### src/rtl/nibble_sub_pkg.sv
// nibble_sub_pkg: shared widths, FSM state and slice-index types for the nibble-serial subtractor.
package nibble_sub_pkg;
  localparam int WIDTH = 16;
  localparam int NIB = 4;
  localparam int NSLICES = 4;
  typedef enum logic [1:0] {IDLE, RUN, DONE} state_e;
  typedef logic [$clog2(NSLICES)-1:0] idx_t;
endpackage

### src/rtl/nibble_sub_slice.sv
// nibble_sub_slice: combinational one-nibble subtract d = x - y - bin with borrow out.
module nibble_sub_slice
  import nibble_sub_pkg::*;
(
  input  logic [NIB-1:0] x,
  input  logic [NIB-1:0] y,
  input  logic           bin,
  output logic [NIB-1:0] d,
  output logic           bout
);
  logic [NIB:0] w_res;
  assign w_res = {1'b0, x} - {1'b0, y} - {{NIB{1'b0}}, bin};
  assign d = w_res[NIB-1:0];
  assign bout = w_res[NIB];
endmodule

### src/rtl/nibble_serial_subtractor.sv
// nibble_serial_subtractor: 16-bit a - b - borrow_in, one nibble per clock, LSB nibble first.
// Define NIBBLE_SUB_OVF_EN to enable the signed-overflow flag; otherwise ovf is tied low.
module nibble_serial_subtractor
  import nibble_sub_pkg::*;
(
  input  logic             clk,
  input  logic             rst_n,
  input  logic             in_valid,
  output logic             in_ready,
  input  logic [WIDTH-1:0] a,
  input  logic [WIDTH-1:0] b,
  input  logic             borrow_in,
  output logic             out_valid,
  input  logic             out_ready,
  output logic [WIDTH-1:0] diff,
  output logic             borrow_out,
  output logic             zero,
  output logic             neg,
  output logic             ovf
);
  state_e           r_state, w_state_nxt;
  idx_t             r_idx;
  logic [WIDTH-1:0] r_a, r_b, r_diff, w_diff_nxt;
  logic             r_bor, r_borrow_out, r_zero, r_neg;
  logic [NIB-1:0]   w_d;
  logic             w_bout, w_accept, w_last;

  assign in_ready = r_state == IDLE;
  assign out_valid = r_state == DONE;
  assign w_accept = in_valid && in_ready;
  assign w_last = r_state == RUN && r_idx == idx_t'(NSLICES - 1);

  nibble_sub_slice u_slice (
    .x   (r_a[r_idx*NIB +: NIB]),
    .y   (r_b[r_idx*NIB +: NIB]),
    .bin (r_bor),
    .d   (w_d),
    .bout(w_bout)
  );

  always_comb begin
    w_diff_nxt = r_diff;
    w_diff_nxt[r_idx*NIB +: NIB] = w_d;
    w_state_nxt = w_accept ? RUN : w_last ? DONE : (out_valid && out_ready) ? IDLE : r_state;
  end

  always_ff @(posedge clk or negedge rst_n)
    if (!rst_n) r_state <= IDLE;
    else r_state <= w_state_nxt;

  // Flags are captured from the completed result on the last slice and dropped on handoff.
  always_ff @(posedge clk or negedge rst_n) begin
    if (!rst_n) begin
      r_a <= '0;
      r_b <= '0;
      r_diff <= '0;
      r_idx <= '0;
      r_bor <= 1'b0;
      r_borrow_out <= 1'b0;
      r_zero <= 1'b0;
      r_neg <= 1'b0;
    end else if (w_accept) begin
      r_a <= a;
      r_b <= b;
      r_diff <= '0;
      r_idx <= '0;
      r_bor <= borrow_in;
    end else if (r_state == RUN) begin
      r_diff <= w_diff_nxt;
      r_bor <= w_bout;
      r_idx <= r_idx + 1'b1;
      if (w_last) begin
        r_borrow_out <= w_bout;
        r_zero <= w_diff_nxt == '0;
        r_neg <= w_diff_nxt[WIDTH-1];
      end
    end else if (out_valid && out_ready) begin
      r_borrow_out <= 1'b0;
      r_zero <= 1'b0;
      r_neg <= 1'b0;
    end
  end

`ifdef NIBBLE_SUB_OVF_EN
  logic r_ovf;
  always_ff @(posedge clk or negedge rst_n)
    if (!rst_n) r_ovf <= 1'b0;
    else if (w_last) r_ovf <= (r_a[WIDTH-1] != r_b[WIDTH-1]) && (w_diff_nxt[WIDTH-1] != r_a[WIDTH-1]);
    else if (w_accept || (out_valid && out_ready)) r_ovf <= 1'b0;
  assign ovf = r_ovf;
`else
  assign ovf = 1'b0;
`endif

  assign diff = r_diff;
  assign borrow_out = r_borrow_out;
  assign zero = r_zero;
  assign neg = r_neg;
endmodule

### config.mk
export PLATFORM = sky130hd
export DESIGN_NAME = nibble_serial_subtractor
export DESIGN_NICKNAME = d
export VERILOG_FILES = /design/src/rtl/nibble_sub_pkg.sv /design/src/rtl/nibble_sub_slice.sv /design/src/rtl/nibble_serial_subtractor.sv
export SDC_FILE = /design/constraint.sdc
export NUM_CORES = 1
export LEC_CHECK = 0
export ABC_CLOCK_PERIOD_IN_PS = 4200
export BUFFER_PORTS_ARGS = -buffer_cell sky130_fd_sc_hd__buf_2
export CORE_MARGIN = 3
export CORE_UTILIZATION = 35
export CTS_CLUSTER_DIAMETER = 30
export DETAILED_ROUTE_END_ITERATION = 10
export GPL_TIMING_DRIVEN = 0
export HOLD_SLACK_MARGIN = 0.1
export PLACE_DENSITY = 0.63
export SETUP_SLACK_MARGIN = 0.15
export SLEW_MARGIN = 10
export SYNTH_ARGS = -nofsm -noshare
export SYNTH_HDL_FRONTEND = slang
export SYNTH_SLANG_ARGS = --single-unit
### constraint.sdc
create_clock -name clk -period 4.2 [get_ports clk]
set_input_delay 0.21 -clock clk [delete_from_list [all_inputs] [get_ports clk]]
set_output_delay 0.21 -clock clk [all_outputs]
set_load 0.05 [all_outputs]
-- After elaboration in Yosys (flattened, before gate mapping)
Cells that the tools add are included.
- mux-type cells: 17
- multipliers: 0
- $add $sub $neg: 4
- bitwise logic cells: 1
- reductions and logical operators: 9
- shift-type cells: 4
- eq/ne operators: 4
- magnitude comparators: 0
- div/mod/pow operators: 0
- operator list (operator ; count):
    $neg A4 Y34 ; 1
    $shift A4 B34 Y16 const A ; 1
    $shiftx A4 B34 Y16 ; 1
    $mux W16 ; 2
    $shiftx A16 B5 Y4 ; 2
    $bwmux W16 ; 1
    $logic_not A16 Y1 ; 1
    $mux W2 ; 5
    $mux W1 ; 9
    $sub A4 B4 Y5 ; 1
    $sub A5 B1 Y5 ; 1
    $eq A2 B2 Y1 const B ; 2
    $reduce_bool A2 Y1 ; 2
    $logic_and A1 B1 Y1 ; 3
    $reduce_and A3 Y1 ; 1
    $reduce_bool A3 Y1 ; 1
    $add A2 B1 Y2 const B ; 1
    $eq A2 B1 Y1 const B ; 1
    $logic_not A2 Y1 ; 1
    $ne A2 B2 Y1 const B ; 1
    $not A1 Y1 ; 1
- bits of input ports: 37
- word-level logic and storage cells: 48
- ROM bits: 0
- register bits after elaboration: 56
- latch bits: 0
- output and inout port bits: 22
- memories kept: 0
- memory bits (writable): 0

-- Depth between registers and ports, before layout
Gate-level depths: netlist of the first run.
- depth in word-level cells: 8
- mapped depth: 10
- mapped depth without buffers: 9

-- Modules after synthesis
Synthesis of the first run repeated with hierarchy kept, for this count alone.
- cell total of the unflattened synthesis: 218
- area total of the unflattened synthesis: 2856.5 µm²
- by module, submodules not included (module ; instances ; cells an instance ; seq. area each (µm²) ; area each (µm²)):
    nibble_serial_subtractor ; 1 ; 194 ; 1401.3 ; 2648.8
    nibble_sub_slice ; 1 ; 24 ; 0.0 ; 207.7

-- Worst setup path before layout of the first run
No wires, ideal clock.
- path kind: reg-to-reg
- start: register r_idx[0]
- end: register r_zero (netlist: zero)
- cell stages (with the launch flop): 9
- setup time: 128 ps
- buffers on the path: 1
- path slack: 1270 ps
- required time: 4072 ps
- arrival time: 2802 ps
- period minus slack after synthesis: 2930 ps
- cells stage by stage: dfrtp_1 -> buf_2 -> mux4_1 -> fa_1 -> fa_1 -> and3b_1 -> a21oi_1 -> o311ai_1 -> o21ai_1
- cells in the longest elaborated chain, start to end: 8
- elaborated cells on any way between the ends: 15
- classes of those cells: add/sub (3); eq/ne (2); shift (4); mux (3); reduce/logical (3)
- RTL lines (what ; line ; RTL):
    start, declared ; nibble_serial_subtractor.sv:22 ; idx_t r_idx;
    start signal, assigned ; nibble_serial_subtractor.sv:71 ; r_idx <= r_idx + 1'b1;
    $shiftx A16 B5 Y4 (on tied branches) ; nibble_serial_subtractor.sv:34, nibble_serial_subtractor.sv:35 ;
    $sub A4 B4 Y5 ; nibble_sub_slice.sv:12 ; assign w_res = {1'b0, x} - {1'b0, y} - {{NIB{1'b0}}, bin};
    $sub A5 B1 Y5 ; nibble_sub_slice.sv:12 ;
    $shiftx A4 B34 Y16 ; nibble_serial_subtractor.sv:43 ; w_diff_nxt[r_idx*NIB +: NIB] = w_d;
    $bwmux W16 ; nibble_serial_subtractor.sv:43 ;
    $logic_not A16 Y1 ; nibble_serial_subtractor.sv:74 ; r_zero <= w_diff_nxt == '0;
    $mux W1 ; nibble_serial_subtractor.sv:72 ; if (w_last) begin
    $mux W1 ; nibble_serial_subtractor.sv:68 ; end else if (r_state == RUN) begin
    end signal, assigned ; nibble_serial_subtractor.sv:60 ; r_zero <= 1'b0;
    end signal, assigned ; nibble_serial_subtractor.sv:74 ;
    end signal, assigned ; nibble_serial_subtractor.sv:79 ; r_zero <= 1'b0;
    end, declared ; nibble_serial_subtractor.sv:24 ; logic r_bor, r_borrow_out, r_zero, r_neg;
Several ways; a longest one is shown, not always the timed one. The select of a mux whose other input is x is not followed.
A chain may end at the register's enable or synchronous reset.

-- Worst setup path in the final report of the first run
Ends and elaborated chain as after synthesis.

==> metrics.yaml, run 1 <==
worst_setup_path:
  path_max_fanout: 10
  cp-end-kind: "flip-flop"
  r2r-start: "r_idx[0]$_DFFE_PN0P_"
  worstPathArrival_ps: 3500
  startpoint_type: "flip-flop"
  cp.required_ps: 4400
  r2r-end: "zero$_DFFE_PN0P_"
  reg2reg_depth: 8
  critPathKind: "flip-flop to flip-flop"
  reg2reg_slack_ps: 890
routing:
  wl_met2_um: 2800
  drtAntennaViolNets: 0
  dr.max_layer_used: "met4"
  wl_per_cell_um: 15.5
  wl_met3_um: 350
  wl_met1_um: 2590
  routed_via_density: 5.03
  drc: 0
  wl_um: 5800
  drt_iter0_markers: 64
  dr.pass1.iters: 4
  routed-via-count: 1875
die:
  rows: 31
  die_area_mm2: 0.00904
  pin_count: 59
  fp.dieH_um: 95.1
  coreArea_mm2: 0.00749
  die_width_um: 95.1
  initial_core_util_pct: 37.1
sta:
  fin_crit_sh_pct: 78.7
  grt_setup_unrepaired: "false"
  post-route-min-period_ps: 3310
  finalSetupViolations: 0
  tightest_slew_ps: 671
  finClkSkew_ps: 7.85
  hold_viol: 0
  slew_headroom_pct: 54.9
  slew_violations: 0
  max_freq_mhz: 303
  setup_tns_ps: 0
logic_synthesis:
  synthTopCellsByArea: "dfrtp_1 (50%), mux2_2 (13%), mux4_1 (6.6%)"
  synth_top_cell_area_share_pct: 50.4
  ys_ff_latch: 56
  yosysSeqAreaShare_pct: 50.4
  synth_cells: 207
  syn_area_mm2: 0.00278
  yosys_most_used_dff: "dfrtp_1"
  yosys_warnings: 0
  async_flop_share_pct: 100
  synth_area_per_cell_um2: 13.4
  synth_common_cells: "dfrtp_1 (56), mux2_2 (32), inv_1 (10), a22o_1 (9), ha_1 (9)"
  syn_nets: 255
  synth_top_area_cell: "dfrtp_1"
  synthDistinctLibCells: 40
  synth.most_common_cell: "dfrtp_1"
  synth-edff-count: 0
clocking:
  cts_sinks: 56
  clock-root-buffer: "clkbuf_8"
  cts_buffers: 5
  clk_latency_ps: 310
  cts.htree.levels: 2
  cts_tree: "built"
  clock_tree.buffer_depth: 2
  clkTransAtPathRegs_ps: 100
placed_design:
  port_buffers: 57
  dp_hpwl_um: 4450
  place_congestion: 0.826
global_route:
  globalRoute.totalOverflow: 0
  grt_pass1_vias: 1926
  antenna_found_initial: 0
  grt_pass1_wl_um: 9600
  grt_max_degree: 30
  grt.total_usage_pct: 14.0
layout:
  multiInputGateArea_mm2: 0.00127
  n_fill_cell: 700
  diodes: 0
  area_growth_pct: 19.2
  regArea_mm2: 0.00140
  drive_gt1_share_pct: 42.3
  final_nets: 321
flow_run:
  drv_cap: 0
hold_path:
  hold_class: "input pin to flip-flop"
  min_to: "r_b[11]$_DFFE_PN0P_"
  hold_depth: 2
  min-delay-start: "b[11]"
run_status:
  status: "finished clean"
==> cells by family after synthesis <==
logic type,after synthesis,share of synthesized area [%]
DFF,56,50.4
muxes,42,20.8
AOI/OAI and AO/OA,41,11.6
and+or+nand+nor,33,6.62
buffers and inverters,20,3.69
adders and majority gates,11,5.49
xor gates and xnor gates,3,1.22
other,1,0.135
==> area by class of cell <==
type / count / area share, %
Clock buffer: 7 / 2.61
Inverter: 10 / 1.13
Tap cell: 99 / 3.74
Timing Repair Buffer: 59 / 9.52
Buffer: 10 / 1.96
Multi-Input combinational cell: 131 / 38.5
Sequential cell: 56 / 42.3
Clock inverter: 1 / 0.227
==> routing by layer <==
layer,vias up,global-route usage [%]
met4,0,4.33
li1,902,-
met5,-,0
met3,5,3.39
met1,917,19.0
met2,51,22.0
==> per-stage QoR <==
| stage | utilization (%) | worst slack, ps | instance area, um2 | cells | hold WS [ps] |
|---|---|---|---|---|---|
| floorplan | - | 1270 | 2780 | 207 | -85.6 |
| global route | 44.2 | 679 | 3310 | 373 | 111 |
| CTS | 44.2 | 862 | 3310 | 373 | 114 |
| global placement | 42.6 | 845 | 3190 | 363 | 442 |
| finish | 44.2 | 895 | 3310 | 373 | 121 |
| detailed placement | 42.9 | 873 | 3210 | 364 | 270 |
==> worst max-delay path, stage by stage (launching register included) <==
cell and delay [ps]:
dfrtp_1 470, buf_2 320, mux4_1 630, fa_1 430
fa_1 710, and3b_1 200, a21oi_1 50, o311ai_1 270
o21ai_1 110
==> timing repair <==
| item | 4_1_cts | 5_1_grt |
|---|---|---|
| setup buffers | 0 | 0 |
| endpoints found under the hold margin | 27 | 0 |
| resized for setup | 0 | 0 |
| hold buffers | 1 | 0 |
| setup endpoints to repair | 0 | 0 |
==> placed cells by master, fill, tap and decap left out, drive strengths merged, types with 8 or more instances in the layout <==
cell / n
ha: 9
nor2: 8
a21oi: 11
a22o: 9
mux2: 32
a32o: 8
inv: 10
buf: 68
dfrtp: 56
==> worst max-delay path by stage <==
stage | startpoint | end | slack, ps | depth (start not counted)
floorplan | r_idx[0]$_DFFE_PN0P_ | zero$_DFFE_PN0P_ | 1270 | 8
global placement | r_idx[0]$_DFFE_PN0P_ | zero$_DFFE_PN0P_ | 840 | 8
detailed placement | r_idx[0]$_DFFE_PN0P_ | zero$_DFFE_PN0P_ | 870 | 8
CTS | r_idx[0]$_DFFE_PN0P_ | zero$_DFFE_PN0P_ | 860 | 8
global route | r_idx[0]$_DFFE_PN0P_ | zero$_DFFE_PN0P_ | 680 | 8
finish | r_idx[0]$_DFFE_PN0P_ | zero$_DFFE_PN0P_ | 890 | 8
==> registers in the layout, summed over array words and instances (netlist names), 2 cells and up <==
register	flops
r_idx	2
r_a	16
r_b	16
r_state	2
diff	16
Power of run 1 is not shown: default switching activity piles up to over one toggle a cycle in this logic, so the estimate is an artifact.
==> inputs of run 2 (changes only) <==
--- a/config.mk
+++ b/config.mk
@@ -5,7 +5,7 @@
 export SDC_FILE = /design/constraint.sdc
 export NUM_CORES = 1
 export LEC_CHECK = 0
-export ABC_CLOCK_PERIOD_IN_PS = 4200
+export ABC_CLOCK_PERIOD_IN_PS = 3300
 export BUFFER_PORTS_ARGS = -buffer_cell sky130_fd_sc_hd__buf_2
 export CORE_MARGIN = 3
 export CORE_UTILIZATION = 35
==> constraint.sdc (replaced) <==
create_clock -name clk -period 3.3 [get_ports clk]
set_input_delay 0.165 -clock clk [delete_from_list [all_inputs] [get_ports clk]]
set_output_delay 0.165 -clock clk [all_outputs]
set_load 0.05 [all_outputs]
==> metrics.yaml, run 2 (synthesized netlist as in run 1, its figures left out) <==
run_status:
  status: "finished clean"  # unchanged
layout:
  fin_area_mm2: 0.00367  # was 0.00331 mm2
  drive_gt1_share_pct: 38.8  # was 42.3%
  multiInputGateArea_mm2: 0.00128  # was 0.00127 mm2
  layout_common_cells: "buf_2 (63), dfrtp_1 (55), dlygate4sd3_1 (34)"  # was buf_2 (64), dfrtp_1 (56), mux2_2 (32)
  area_growth_pct: 32.0  # was 19.2%
  n_fill_cell: 663  # was 700
  final_nets: 356  # was 321
  regArea_mm2: 0.00140  # about the same
  layout_commonest_cell: "buf_2"  # unchanged
  final_core_util_pct: 49.0  # was 44.2%
  diodes: 0  # unchanged
  final_cell_count_no_fill: 408  # was 373
sta:
  max_freq_mhz: 334  # was 303 MHz
  finalSetupViolations: 0  # unchanged
  setup_tns_ps: 0  # unchanged
  slew_headroom_pct: 55.2  # was 54.9%
  finClkSkew_ps: 6.20  # was 7.85 ps
  tightest_slew_ps: 667  # was 671 ps
  slew_violations: 0  # unchanged
  post-route-min-period_ps: 2990  # was 3310 ps
  fin_crit_sh_pct: 90.7  # was 78.7%
  layout_setup_ws_ps: 308  # was 895 ps
  holdWs_ps: 139  # was 121 ps
  grt_setup_unrepaired: "false"  # unchanged
  hold_viol: 0  # unchanged
power:
  p_int_mw: 2.33
  power_frac_comb_pct: 62.9
  max-vdd-ir-drop_mv: 0.581
  switching_share_pct: 45.1
  powerDensity_mw_per_mm2: 1160
  seq_power_share_pct: 27.9
  leakagePower_nw: 1.73
  total_power_mw: 4.25
  clkPwrFrac_pct: 9.2
  power.switching_mw: 1.92
routing:
  drtAntennaViolNets: 0  # unchanged
  routed_via_density: 4.94  # was 5.03
  drc: 0  # unchanged
  wl_per_cell_um: 14.9  # was 15.5 um
  routed-via-count: 2015  # was 1875
  dr.pass1.iters: 4  # unchanged
  drt_iter0_markers: 48  # was 64
  wl_um: 6070  # was 5800 um
worst_setup_path:
  cp.required_ps: 3500  # was 4400 ps
  reg2reg_depth: 8  # unchanged
  cp-end-kind: "flip-flop"  # unchanged
  cp_cell_sequence: "buf_6 > mux4_1 > fa_1 > fa_2 > and3b_1 > a21oi_1 > o311ai_1 > o21ai_1"  # was buf_2 > mux4_1 > fa_1 > fa_1 > and3b_1 > a21oi_1 > o311ai_1 > o21ai_1
  critPathKind: "flip-flop to flip-flop"  # unchanged
  startpoint_type: "flip-flop"  # unchanged
  critical-path-top-delay-family: "adder cells"  # unchanged
  path_max_fanout: 10  # unchanged
  r2r-end: "zero$_DFFE_PN0P_"  # unchanged
  r2r-start: "r_idx[0]$_DFFE_PN0P_"  # unchanged
  worstPathArrival_ps: 3190  # was 3500 ps
  critical-path-max-stage-delay_ps: 620  # was 710 ps
  reg2reg_slack_ps: 310  # was 890 ps
  cpMaxStageDelayCell: "fa_2"  # was fa_1
  crit_buf_inv: 1  # unchanged
clocking:
  clock_tree.buffer_depth: 2  # unchanged
  clkTransAtPathRegs_ps: 100  # about the same
  cts_tree: "built"  # unchanged
  clock-root-buffer: "clkbuf_8"  # unchanged
  cts_sinks: 56  # unchanged
  cts_buffers: 5  # unchanged
  clk_latency_ps: 310  # about the same
  cts.htree.levels: 2  # unchanged
die:
  rows: 31  # unchanged
  coreArea_mm2: 0.00749  # unchanged
  die_area_mm2: 0.00904  # unchanged
  initial_core_util_pct: 37.1  # unchanged
  die_width_um: 95.1  # unchanged
  pin_count: 59  # unchanged
  fp.dieH_um: 95.1  # unchanged
placed_design:
  pre_cts_ws_ps: -27.5  # was 873 ps
  place_area_mm2: 0.00321  # unchanged
  port_buffers: 57  # unchanged
  dp_hpwl_um: 4450  # unchanged
  place_congestion: 0.826  # unchanged
  dp.cells: 364  # unchanged
hold_path:
  min-delay-start: "in_valid"  # was b[11]
  min_to: "r_state[0]$_DFFE_PN0P_"  # was r_b[11]$_DFFE_PN0P_
  hold_class: "input pin to flip-flop"  # unchanged
  hold_depth: 3  # was 2
global_route:
  grt_max_degree: 30  # unchanged
  grt_pass1_vias: 2100  # was 1926
  globalRoute.totalOverflow: 0  # unchanged
  grt_pass1_wl_um: 10300  # was 9600 um
  antenna_found_initial: 0  # unchanged
  grt.total_usage_pct: 14.8  # was 14.0%
flow_run:
  drv_cap: 0  # unchanged
-- run 2: what timing repair did --
action / in CTS / in global routing
hold buffers: 34 / 0
setup endpoints to repair: 1 / 1
setup buffers: 0 / 2
resized for setup: 3 / 1
pin swaps: 0 / 1
endpoints found under the hold margin: 60 / 0
-- run 2: cell type report --
cell class | count | area share (%)
Buffer | 10 | 1.94
Multi-Input combinational cell | 131 | 34.8
Clock inverter | 1 | 0.205
Tap cell | 99 | 3.38
Inverter | 10 | 1.02
Clock buffer | 7 | 2.35
Sequential cell | 56 | 38.2
Timing Repair Buffer | 94 | 18.0
-- run 2: worst max path at each step --
stage / from / endpoint / slack, ps / cells past startpoint
2_1_floorplan: r_idx[0]$_DFFE_PN0P_ / zero$_DFFE_PN0P_ / 370 / 8
6_report: r_idx[0]$_DFFE_PN0P_ / zero$_DFFE_PN0P_ / 310 / 8
4_1_cts: r_idx[0]$_DFFE_PN0P_ / zero$_DFFE_PN0P_ / 180 / 8
5_1_grt: r_idx[0]$_DFFE_PN0P_ / zero$_DFFE_PN0P_ / 180 / 8
3_3_place_gp: r_idx[0]$_DFFE_PN0P_ / zero$_DFFE_PN0P_ / -60 / 8
3_5_place_dp: r_idx[0]$_DFFE_PN0P_ / zero$_DFFE_PN0P_ / -30 / 8
-- run 2: worst register-to-register path: stages (launching register included) --
cell and delay, ps:
dfrtp_2 450, buf_6 190, mux4_1 600, fa_1 440, fa_2 620, and3b_1 160
a21oi_1 50, o311ai_1 270, o21ai_1 110
-- run 2: power groups by stage --
stage / Sequential [mW] / Combinational, mW / Clock [mW]
floorplan: 1.44 / 1.70 / 0
global placement: 1.19 / 2.51 / 0
finish: 1.19 / 2.68 / 0.390
global route: 1.23 / 2.93 / 0.440
CTS: 1.19 / 2.61 / 0.403
detailed placement: 1.20 / 2.55 / 0
-- run 2: layer usage --
metal  vias to the layer above  track usage, %  wire [um]
met2                        48            24.3       2950
li1                        970               -          -
met3                         5            2.92        305
met5                         -               0          0
met1                       992            19.8       2750
met4                         0            4.33         61
(Power assumes the default switching activity.)
